$ cat src/rtl/adder_cla.sv
// adder_cla: two-level carry-lookahead adder.
// Bits are grouped into BW_GRP-wide lookahead groups. Each group produces a
// group propagate/generate pair, and a second-level lookahead unit turns those
// into every group's carry-in directly from i_c, so no carry ripples between
// groups. A registered copy of the result is provided with one cycle of latency.
module adder_cla #(
  parameter int BW_DATA = 32,  // operand/sum width, multiple of BW_GRP, 4..64
  parameter int BW_GRP  = 4    // bits per lookahead group
) (
  input  logic               i_clk,
  input  logic               i_rst,
  input  logic [BW_DATA-1:0] i_a,
  input  logic [BW_DATA-1:0] i_b,
  input  logic               i_c,
  output logic [BW_DATA-1:0] o_s,
  output logic               o_c,
  output logic [BW_DATA-1:0] o_s_q,
  output logic               o_c_q
);

  localparam int N_GRP = BW_DATA / BW_GRP;

  // Group-level propagate/generate and the group carries (w_cg[0] is i_c).
  logic [N_GRP-1:0] w_pg;
  logic [N_GRP-1:0] w_gg;
  logic [N_GRP:0]   w_cg;

  // Registered result.
  logic [BW_DATA-1:0] r_s_q;
  logic               r_c_q;

  genvar gi;
  generate
    for (gi = 0; gi < N_GRP; gi++) begin : g_grp
      logic [BW_GRP-1:0] w_p;
      logic [BW_GRP-1:0] w_g;
      logic [BW_GRP:0]   w_cc;
      logic              w_gg_loc;

      assign w_p = i_a[gi*BW_GRP +: BW_GRP] ^ i_b[gi*BW_GRP +: BW_GRP];
      assign w_g = i_a[gi*BW_GRP +: BW_GRP] & i_b[gi*BW_GRP +: BW_GRP];

      // In-group carries in fully expanded sum-of-products form:
      // c[k+1] = g[k] | p[k]g[k-1] | ... | p[k..0]cin, each term built directly
      // from the group carry-in rather than from the previous bit's carry.
      always_comb begin
        logic acc;
        logic term;
        w_cc    = '0;
        w_cc[0] = w_cg[gi];
        for (int k = 0; k < BW_GRP; k++) begin
          acc = 1'b0;
          for (int j = 0; j <= k + 1; j++) begin
            // j == 0 selects the carry-in term, j > 0 selects generate g[j-1]
            term = (j == 0) ? w_cg[gi] : w_g[j-1];
            for (int m = 0; m < BW_GRP; m++) begin
              if (m >= j && m <= k) begin
                term = term & w_p[m];
              end
            end
            acc = acc | term;
          end
          w_cc[k+1] = acc;
        end
      end

      // Group generate: the expanded carry-out of the group with the carry-in
      // term left out, so it is independent of the group's carry-in.
      always_comb begin
        logic term;
        w_gg_loc = 1'b0;
        for (int j = 0; j < BW_GRP; j++) begin
          term = w_g[j];
          for (int m = 0; m < BW_GRP; m++) begin
            if (m > j) begin
              term = term & w_p[m];
            end
          end
          w_gg_loc = w_gg_loc | term;
        end
      end

      assign w_pg[gi] = &w_p;
      assign w_gg[gi] = w_gg_loc;
      assign o_s[gi*BW_GRP +: BW_GRP] = w_p ^ w_cc[BW_GRP-1:0];
    end
  endgenerate

  // Second-level lookahead: every group carry expanded straight from i_c,
  // C[j+1] = GG[j] | PG[j]GG[j-1] | ... | PG[j..0]i_c.
  always_comb begin
    logic acc;
    logic term;
    w_cg    = '0;
    w_cg[0] = i_c;
    for (int k = 0; k < N_GRP; k++) begin
      acc = 1'b0;
      for (int j = 0; j <= k + 1; j++) begin
        term = (j == 0) ? i_c : w_gg[j-1];
        for (int m = 0; m < N_GRP; m++) begin
          if (m >= j && m <= k) begin
            term = term & w_pg[m];
          end
        end
        acc = acc | term;
      end
      w_cg[k+1] = acc;
    end
  end

  assign o_c = w_cg[N_GRP];

  // Capture the combinational result each edge; reset clears it and wins.
  always_ff @(posedge i_clk) begin
    if (i_rst) begin
      r_s_q <= '0;
      r_c_q <= 1'b0;
    end else begin
      r_s_q <= o_s;
      r_c_q <= o_c;
    end
  end

  assign o_s_q = r_s_q;
  assign o_c_q = r_c_q;

endmodule

$ cat config.mk
export PLATFORM = sky130hd
export DESIGN_NAME = adder_cla
export DESIGN_NICKNAME = d
export VERILOG_FILES = /design/src/rtl/adder_cla.sv
export SDC_FILE = /design/constraint.sdc
export NUM_CORES = 1
export LEC_CHECK = 0
export CORE_ASPECT_RATIO = 1.25
export CORE_MARGIN = 1
export CORE_UTILIZATION = 40
export DETAILED_ROUTE_END_ITERATION = 8
export DONT_BUFFER_PORTS = 1
export PLACE_DENSITY = 0.55
export SYNTH_ARGS = -nofsm -noshare
export SYNTH_HDL_FRONTEND = slang
export SYNTH_SLANG_ARGS = --single-unit
$ cat constraint.sdc
create_clock -name i_clk -period 4.58 [get_ports i_clk]
set_input_delay 0.916 -clock i_clk [delete_from_list [all_inputs] [get_ports i_clk]]
set_output_delay 0.916 -clock i_clk [all_outputs]
set_load 0.01 [all_outputs]
==> out/qor.txt, run 1 <==
outcome = finished, final reports clean
WS Path Type = in2out
Layout area overhead = 6.728%
RSZ-0062 raised after global routing = false
Post-synth EDFFs = 0
total power per unit cell area = 350.6 nW/um^2
Site Rows = 30
DIE AREA = 6074 sq um
setup TNS = 0 ps
CP max stage delay = 360 ps
Finished Cell Area = 2461 sq um
f_max = 234.8 MHz
routability congestion estimate = 0.7146
Cell Area, Placed = 2375 sq um
pin count of the biggest net entering global routing = 34
cts repair resizes = 0
Slew @ Worst Pin = 370.0 ps
root buffer cell = clkbuf_8
CP Data Arrival Time = 3340 ps
Syn Nets = 353
HPWL Detailed = 3.896 mm
endpoints failing setup = 0
worst slack, placed = 284.7 ps
sequential share of the synthesized area = 0.2865
# Post-CTS Setup Buffers = 0
Nets = 357
CP Launch Type = input pin
crit path max fanout = 4
final max-slew violation count = 0
setup slack after layout = 321.7 ps
crit-path cells = ha_1 > o21ai_0 > o21ai_1 > a311o_1 > o21ai_2 > inv_2 > o211a_1 > ha_1 > nand2_1 > nand2_1 > a21oi_1 > xnor2_1
first-pass GRT wire length = 7.334 mm
vertical die dimension = 86.89 um
Max H-tree Level = 2
Clock Tree Buf Depth = 2
DR WL/cell = 15.24 um
cts bufs inserted = 5
antenna cell count = 0
total grt overflow = 0
vias in the first global route = 1,613
Slowest-stage cell, CP = a311o_1
Initial Util = 0.4208
commonest non-fill, non-tap cell in the layout = ha_1
Rel. slew slack = 0.7516
top_reg_cell synth = dfxtp_1
die width = 69.91 um
vias per cell = 5.395
initial antenna violation count = 0
fraction of registers with async set/reset = 0
fraction of layout cells with a size suffix above 1 = 0.05372
Core Area = 5480 sq um
worst min path class = in2reg
post-synthesis sequential element count = 33
Final Hold Vio Count = 0
Crit. End Element = primary output
DRT iter0 DRCs = 37
maximum vdd drop = 0.0001284 V
Synth Cell Area = 2306 sq um
drt total wl = 4.663 mm
CP top delay family = compound AO/OA/AOI/OAI gates
clock sinks = 33
TritonRoute pass-1 iters = 4
Max Cap Viol = 0
I/O pin total = 133
CP bufs+invs = 1
# DRC = 0
Yosys warnings = 0
Hold Slack = 696.7 ps
Cells after Synth = 238
CTS tree = built
average footprint of a synthesized cell = 9.689 sq um
hold buffer count at cts = 0
Pwr Total = 0.8629 mW
minimum clock period = 4258 ps
most frequent cells in the layout = ha_1 (40), nor2b_1 (37), dfxtp_1 (33)
CTS clk-pin slew, worst paths = 70 ps
Buffers on Ports = 0
Final period util = 0.9298
Vias = 1,651
global-route usage over all layers = 0.1526
DRT antenna net count = 0
Netlist cell types = 36
Static Leak = 1.076 nW
CP required = 3660 ps
[synthesized netlist by cell type, types with 2 or more instances]
library cell  count  share of area
a21o_1            4          0.013
a21oi_1          13          0.028
a31oi_1           2         0.0054
and4_1            2         0.0076
clkbuf_1          3         0.0049
dfxtp_1          33           0.29
fa_1              8          0.069
ha_1             40           0.22
inv_1             6         0.0098
nand2_1          10          0.016
nand4_1           2         0.0054
nor2_1           14          0.023
nor2b_1          37           0.10
o21a_1            7          0.023
o21ai_0          11          0.024
o21ai_1           3         0.0065
o21bai_1          2         0.0065
xnor2_1          17          0.065
xor2_1            7          0.027
[cell families (layout without fill, tap and decap cells)]
kind of cell | after synthesis | count (layout) | share of synthesized area
compound gates | 53 | 53 | 0.1508
xor+xnor | 24 | 24 | 0.09116
simple gates | 70 | 70 | 0.1687
buf+inv | 10 | 14 | 0.01628
flops | 33 | 33 | 0.2865
fa+ha+maj | 48 | 48 | 0.2865
[report_power, final]
group / switching, mW / internal [mW] / total [mW]
Sequential: 0.0347 / 0.329 / 0.363
Combinational: 0.157 / 0.120 / 0.278
Clock: 0.103 / 0.119 / 0.222
[through the flow]
| stage | util | instances |
|---|---|---|
| finish | 0.4491 | 306 |
| global route | 0.4491 | 306 |
| global placement | 0.4333 | 299 |
| CTS | 0.4491 | 306 |
| detailed placement | 0.4333 | 299 |
| floorplan | - | 238 |
[area by class of cell]
class                      count  area, sq um
clock buffer                   7        86.33
tap                           64        80.08
inverter                       7        26.28
fill                         526         3019
sequential                    33        660.6
multi-input combinational    195         1608
[state kept, by name, summed over array words and instances, names as in the netlist]
register and cells:
o_s_q 32, o_c_q 1
[layer usage]
| metal | GRT usage | vias to the layer above | wire, um |
|---|---|---|---|
| met5 | 0 | - | 0 |
| met4 | 0.06000 | 0 | 97 |
| met3 | 0.06713 | 8 | 498 |
| met1 | 0.1729 | 728 | 1810 |
| met2 | 0.2526 | 83 | 2257 |
| li1 | - | 832 | - |
[final timing paths]
check	cells past startpoint	start	end	slack [ps]
hold / removal	1	i_rst	o_s_q[13]$_SDFF_PP0_	700
setup / recovery	12	i_a[1]	o_s[31]	320
Note: power is estimated with default switching activity, not from simulation.
==> run 2, diff against run 1 <==
- SETUP_SLACK_MARGIN: default -> 0.1
- TNS_END_PERCENT: default -> 5
==> run 2 against run 1 <==
Total power rose by 0.22%. Worst setup slack improved by 35 ps. Core utilization is 0.14 points higher. Wire length shrank 0.11%. Die area did not move. Sequential power about the same. Sequential share of layout area is 0.082 points lower. Global-route usage is the same. Clock power barely moved. Flip-flop and latch count did not move. Hold slack barely moved. Critical path type unchanged.
==> out/qor.txt, run 2 (synthesis gave the netlist of run 1 again) <==
TritonRoute pass-1 iters = 4
setup TNS = 0 ps
drt total wl = 4.658 mm
pin count of the biggest net entering global routing = 34
met1 Track Usage GR = 0.1729
met2 Use GR = 0.2526
outcome = finished, final reports clean
total power per unit cell area = 350.3 nW/um^2
Max H-tree Level = 2
DRT antenna net count = 0
DR WL/cell = 15.22 um
clock sinks = 33
vias per cell = 5.395
endpoints failing setup = 0
# fillers = 526
die width = 69.91 um
cts bufs inserted = 5
most frequent cells in the layout = ha_1 (40), nor2b_1 (37), dfxtp_1 (33)
Core Area = 5480 sq um
GR Layer Usage met3 = 0.06713
RSZ-0062 raised after global routing = false
I/O pin total = 133
first-pass GRT wire length = 7.334 mm
commonest non-fill, non-tap cell in the layout = ha_1
Initial Util = 0.4208
CTS tree = built
root buffer cell = clkbuf_8
total grt overflow = 0
DIE AREA = 6074 sq um
worst min path class = in2reg
Slew @ Worst Pin = 370.0 ps
Final period util = 0.9221
Site Rows = 30
final max-slew violation count = 0
Largest register FFs = 32
HPWL Detailed = 3.896 mm
minimum clock period = 4223 ps
vias in the first global route = 1,613
Final Hold Vio Count = 0
global-route usage over all layers = 0.1526
GRT busiest layer = met2
CP Data Arrival Time = 3310 ps
WS Path Type = in2out
CP required = 3660 ps
Nets = 357
maximum vdd drop = 0.0001283 V
initial antenna violation count = 0
Buffers on Ports = 0
crit path max fanout = 4
Layout area overhead = 7.054%
CTS clk-pin slew, worst paths = 70 ps
Rel. slew slack = 0.7516
f_max = 236.8 MHz
routability congestion estimate = 0.7146
Static Leak = 1.077 nW
fraction of layout cells with a size suffix above 1 = 0.05372
Vias = 1,651
CP Launch Type = input pin
Finished Core Util = 0.4505
# DRC = 0
Crit. End Element = primary output
vertical die dimension = 86.89 um
Max Cap Viol = 0
Clock Tree Buf Depth = 2
# Post-CTS Setup Buffers = 0
DRT iter0 DRCs = 37
antenna cell count = 0
run 2: cell count changes in the layout (fill, tap and decap cells not counted):
cell,change
o21ai_2,-1
o21ai_4,+1
run 2: path summary, 6_finish.rpt:
path    from                    to  slack (ps)  cells after the start
max   i_a[1]               o_s[31]         360                     12
min    i_rst  o_s_q[13]$_SDFF_PP0_         700                      1
run 2: per-stage QoR:
| step | hold WS (ps) | area, sq um | instances | power [mW] | setup WS, ps |
|---|---|---|---|---|---|
| 6_report | 696.7 | 2469 | 306 | 0.8647 | 356.9 |
| 2_1_floorplan | 987.6 | 2306 | 238 | 0.6084 | 583.2 |
| 3_5_place_dp | 987.6 | 2375 | 299 | 0.6524 | 284.7 |
| 4_1_cts | 681.3 | 2461 | 306 | 0.8786 | 267.0 |
| 3_3_place_gp | 986.6 | 2375 | 299 | 0.6517 | 284.1 |
| 5_1_grt | 676.1 | 2469 | 306 | 0.9293 | 105.8 |
run 2: where the power goes:
part	switching (mW)	internal, mW	leakage, nW
combinational	0.158	0.121	0.758
clock	0.103	0.119	0.0443
sequential	0.0347	0.329	0.275
run 2: cell type report:
type / instances / area [sq um] / area share
clock buffers: 7 / 86.33 / 0.03497
inverters: 7 / 26.28 / 0.01064
flip-flops and latches: 33 / 660.6 / 0.2676
multi-input cells: 195 / 1615 / 0.6543
well taps: 64 / 80.08 / 0.03244
run 2: worst max-delay path, stage by stage:
cell     delay [ps]
ha_1            310
o21ai_0         240
o21ai_1         170
a311o_1         380
o21ai_4         200
inv_2            90
o211a_1         260
ha_1            200
nand2_1          60
nand2_1          70
a21oi_1         190
xnor2_1         220
run 2: per-layer routing:
layer | wire length, um | share of wire
met5 | 0 | 0
met4 | 97 | 0.021
met3 | 498 | 0.11
met2 | 2255 | 0.48
met1 | 1807 | 0.39
run 2: repair_timing:
action | in CTS | in global routing
hold endpoints to repair | 0 | 0
setup endpoints to repair | 0 | 1
hold buffers | 0 | 0
resized for setup | 0 | 1
==> run 3, diff against run 2 <==
- GPL_TIMING_DRIVEN: default -> 0
==> run 3 against run 2 <==
Flip-flop and latch count did not move. Non-clock buffer count rose by 3. Wire length rose by 2.6%. Maximum frequency fell by 0.12%. Worst setup slack got worse by 5.2 ps. Total power rose by 2.9%. Die area did not move. Sequential share of layout area fell by 0.20 points. Global-route usage rose by 0.41 points. Clock power rose by 9.5%. Hold slack got worse by 2.4 ps. Largest cell class unchanged. Largest power group unchanged.
==> out/qor.txt, run 3 (synthesis gave the netlist of run 1 again) <==
setup TNS = 0 ps
Rel. slew slack = 0.6672
DRT iter0 DRCs = 37
Hold EP = o_s_q[31]$_SDFF_PP0_
vias per cell = 5.465
worst slack, placed = 271.9 ps
endpoints failing setup = 0
DIE AREA = 6074 sq um
outcome = finished, final reports clean
Hold Slack = 694.4 ps
Core Area = 5480 sq um
Crit. End Element = primary output
hold_sp = i_rst
vertical die dimension = 86.89 um
Hold Path Stages = 1
drt total wl = 4.779 mm
CTS clk-pin slew, worst paths = 70 ps
Clock Tree Buf Depth = 2
maximum vdd drop = 0.0001249 V
commonest non-fill, non-tap cell in the layout = ha_1
Nets = 360
clock sinks = 33
setup slack after layout = 351.8 ps
CP required = 3660 ps
root buffer cell = clkbuf_8
antenna cell count = 0
RSZ-0062 raised after global routing = false
Site Rows = 30
Layout area overhead = 7.868%
Buffers on Ports = 0
f_max = 236.5 MHz
most frequent cells in the layout = ha_1 (40), nor2b_1 (37), dfxtp_1 (33)
Initial Util = 0.4208
total grt overflow = 0
total power per unit cell area = 357.6 nW/um^2
TritonRoute pass-1 iters = 4
initial antenna violation count = 0
fraction of layout cells with a size suffix above 1 = 0.06098
global-route usage over all layers = 0.1567
CP Launch Type = input pin
Largest register FFs = 32
Final Hold Vio Count = 0
Slew @ Worst Pin = 499.2 ps
CTS tree = built
HPWL Detailed = 4.077 mm
die width = 69.91 um
Finished Cell Area = 2487 sq um
CP Data Arrival Time = 3310 ps
minimum clock period = 4228 ps
final max-slew violation count = 0
# fillers = 548
Cell Area, Placed = 2386 sq um
worst min path class = in2reg
Max Cap Viol = 0
DR WL/cell = 15.42 um
vias in the first global route = 1,648
Max H-tree Level = 2
pin count of the biggest net entering global routing = 11
Static Leak = 1.089 nW
first-pass GRT wire length = 7.576 mm
DRT antenna net count = 0
Vias = 1,694
cts bufs inserted = 5
crit path max fanout = 4
routability congestion estimate = 0.7541
# DRC = 0
WS Path Type = in2out
I/O pin total = 133
Final period util = 0.9232
==> run 3: cell types whose count changed in the layout (fill, tap and decap cells not counted) <==
cell and delta:
clkinv_2 +1, o21ai_4 -1, o21ai_2 +1, o21ai_0 -1, clkbuf_1 +2, o21ai_1 +1
clkbuf_8 +1
==> run 3: layout make-up <==
| type | instances | area, sq um | area share |
|---|---|---|---|
| Inverter | 7 | 26.28 | 0.01056 |
| Clock buffer | 7 | 96.34 | 0.03873 |
| Tap cell | 64 | 80.08 | 0.03219 |
| Buffer | 3 | 11.26 | 0.004527 |
| Multi-Input combinational cell | 195 | 1608 | 0.6464 |
| Sequential cell | 33 | 660.6 | 0.2656 |
| Clock inverter | 1 | 5.005 | 0.002012 |
==> run 3: through the flow <==
| step | power [mW] | util | std cells |
|---|---|---|---|
| 2_1_floorplan | 0.6084 | - | 238 |
| 3_3_place_gp | 0.6556 | 0.4354 | 302 |
| 3_5_place_dp | 0.6586 | 0.4354 | 302 |
| 4_1_cts | 0.9077 | 0.4539 | 310 |
| 5_1_grt | 0.9540 | 0.4539 | 310 |
| 6_report | 0.8894 | 0.4539 | 310 |
==> run 3: timing repair <==
item	4_1_cts	5_1_grt
gates resized for setup	0	1
buffers inserted	0	0
setup endpoints to repair	0	1
hold buffers	0	0
==> run 3: worst max-delay path by stage <==
stage / start / end / slack (ps) / cells after the start
2_1_floorplan: i_a[5] / o_s[19] / 580 / 11
3_3_place_gp: i_a[1] / o_s[31] / 260 / 12
3_5_place_dp: i_a[1] / o_s[31] / 270 / 12
4_1_cts: i_a[1] / o_s[31] / 260 / 12
5_1_grt: i_a[0] / o_s[31] / 170 / 12
6_report: i_a[0] / o_s[31] / 350 / 12
==> run 3: metal layers <==
layer  up-vias  wire length (um)  GRT usage  part of all wire
li1        841                 -          -                 -
met1       769              1776     0.1719              0.37
met2        79              2376     0.2701              0.50
met3         5               554    0.06829              0.12
met4         0                71    0.05455             0.015
met5         -                 0          0                 0
==> run 3: power by group <==
| group | leakage (nW) | internal, mW | total [mW] | switching, mW |
|---|---|---|---|---|
| clock network | 0.0542 | 0.136 | 0.243 | 0.107 |
| registers | 0.275 | 0.328 | 0.363 | 0.0349 |
| logic | 0.760 | 0.121 | 0.283 | 0.162 |
==> run 3: critical path, cell delays in order <==
cell and delay, ps:
ha_1 300, a211oi_2 220, o21ai_1 180, a311o_1 360, o21ai_2 240, inv_2 100
o211a_1 270, ha_1 200, nand2_1 60, nand2_1 70, a21oi_1 180, xnor2_1 220
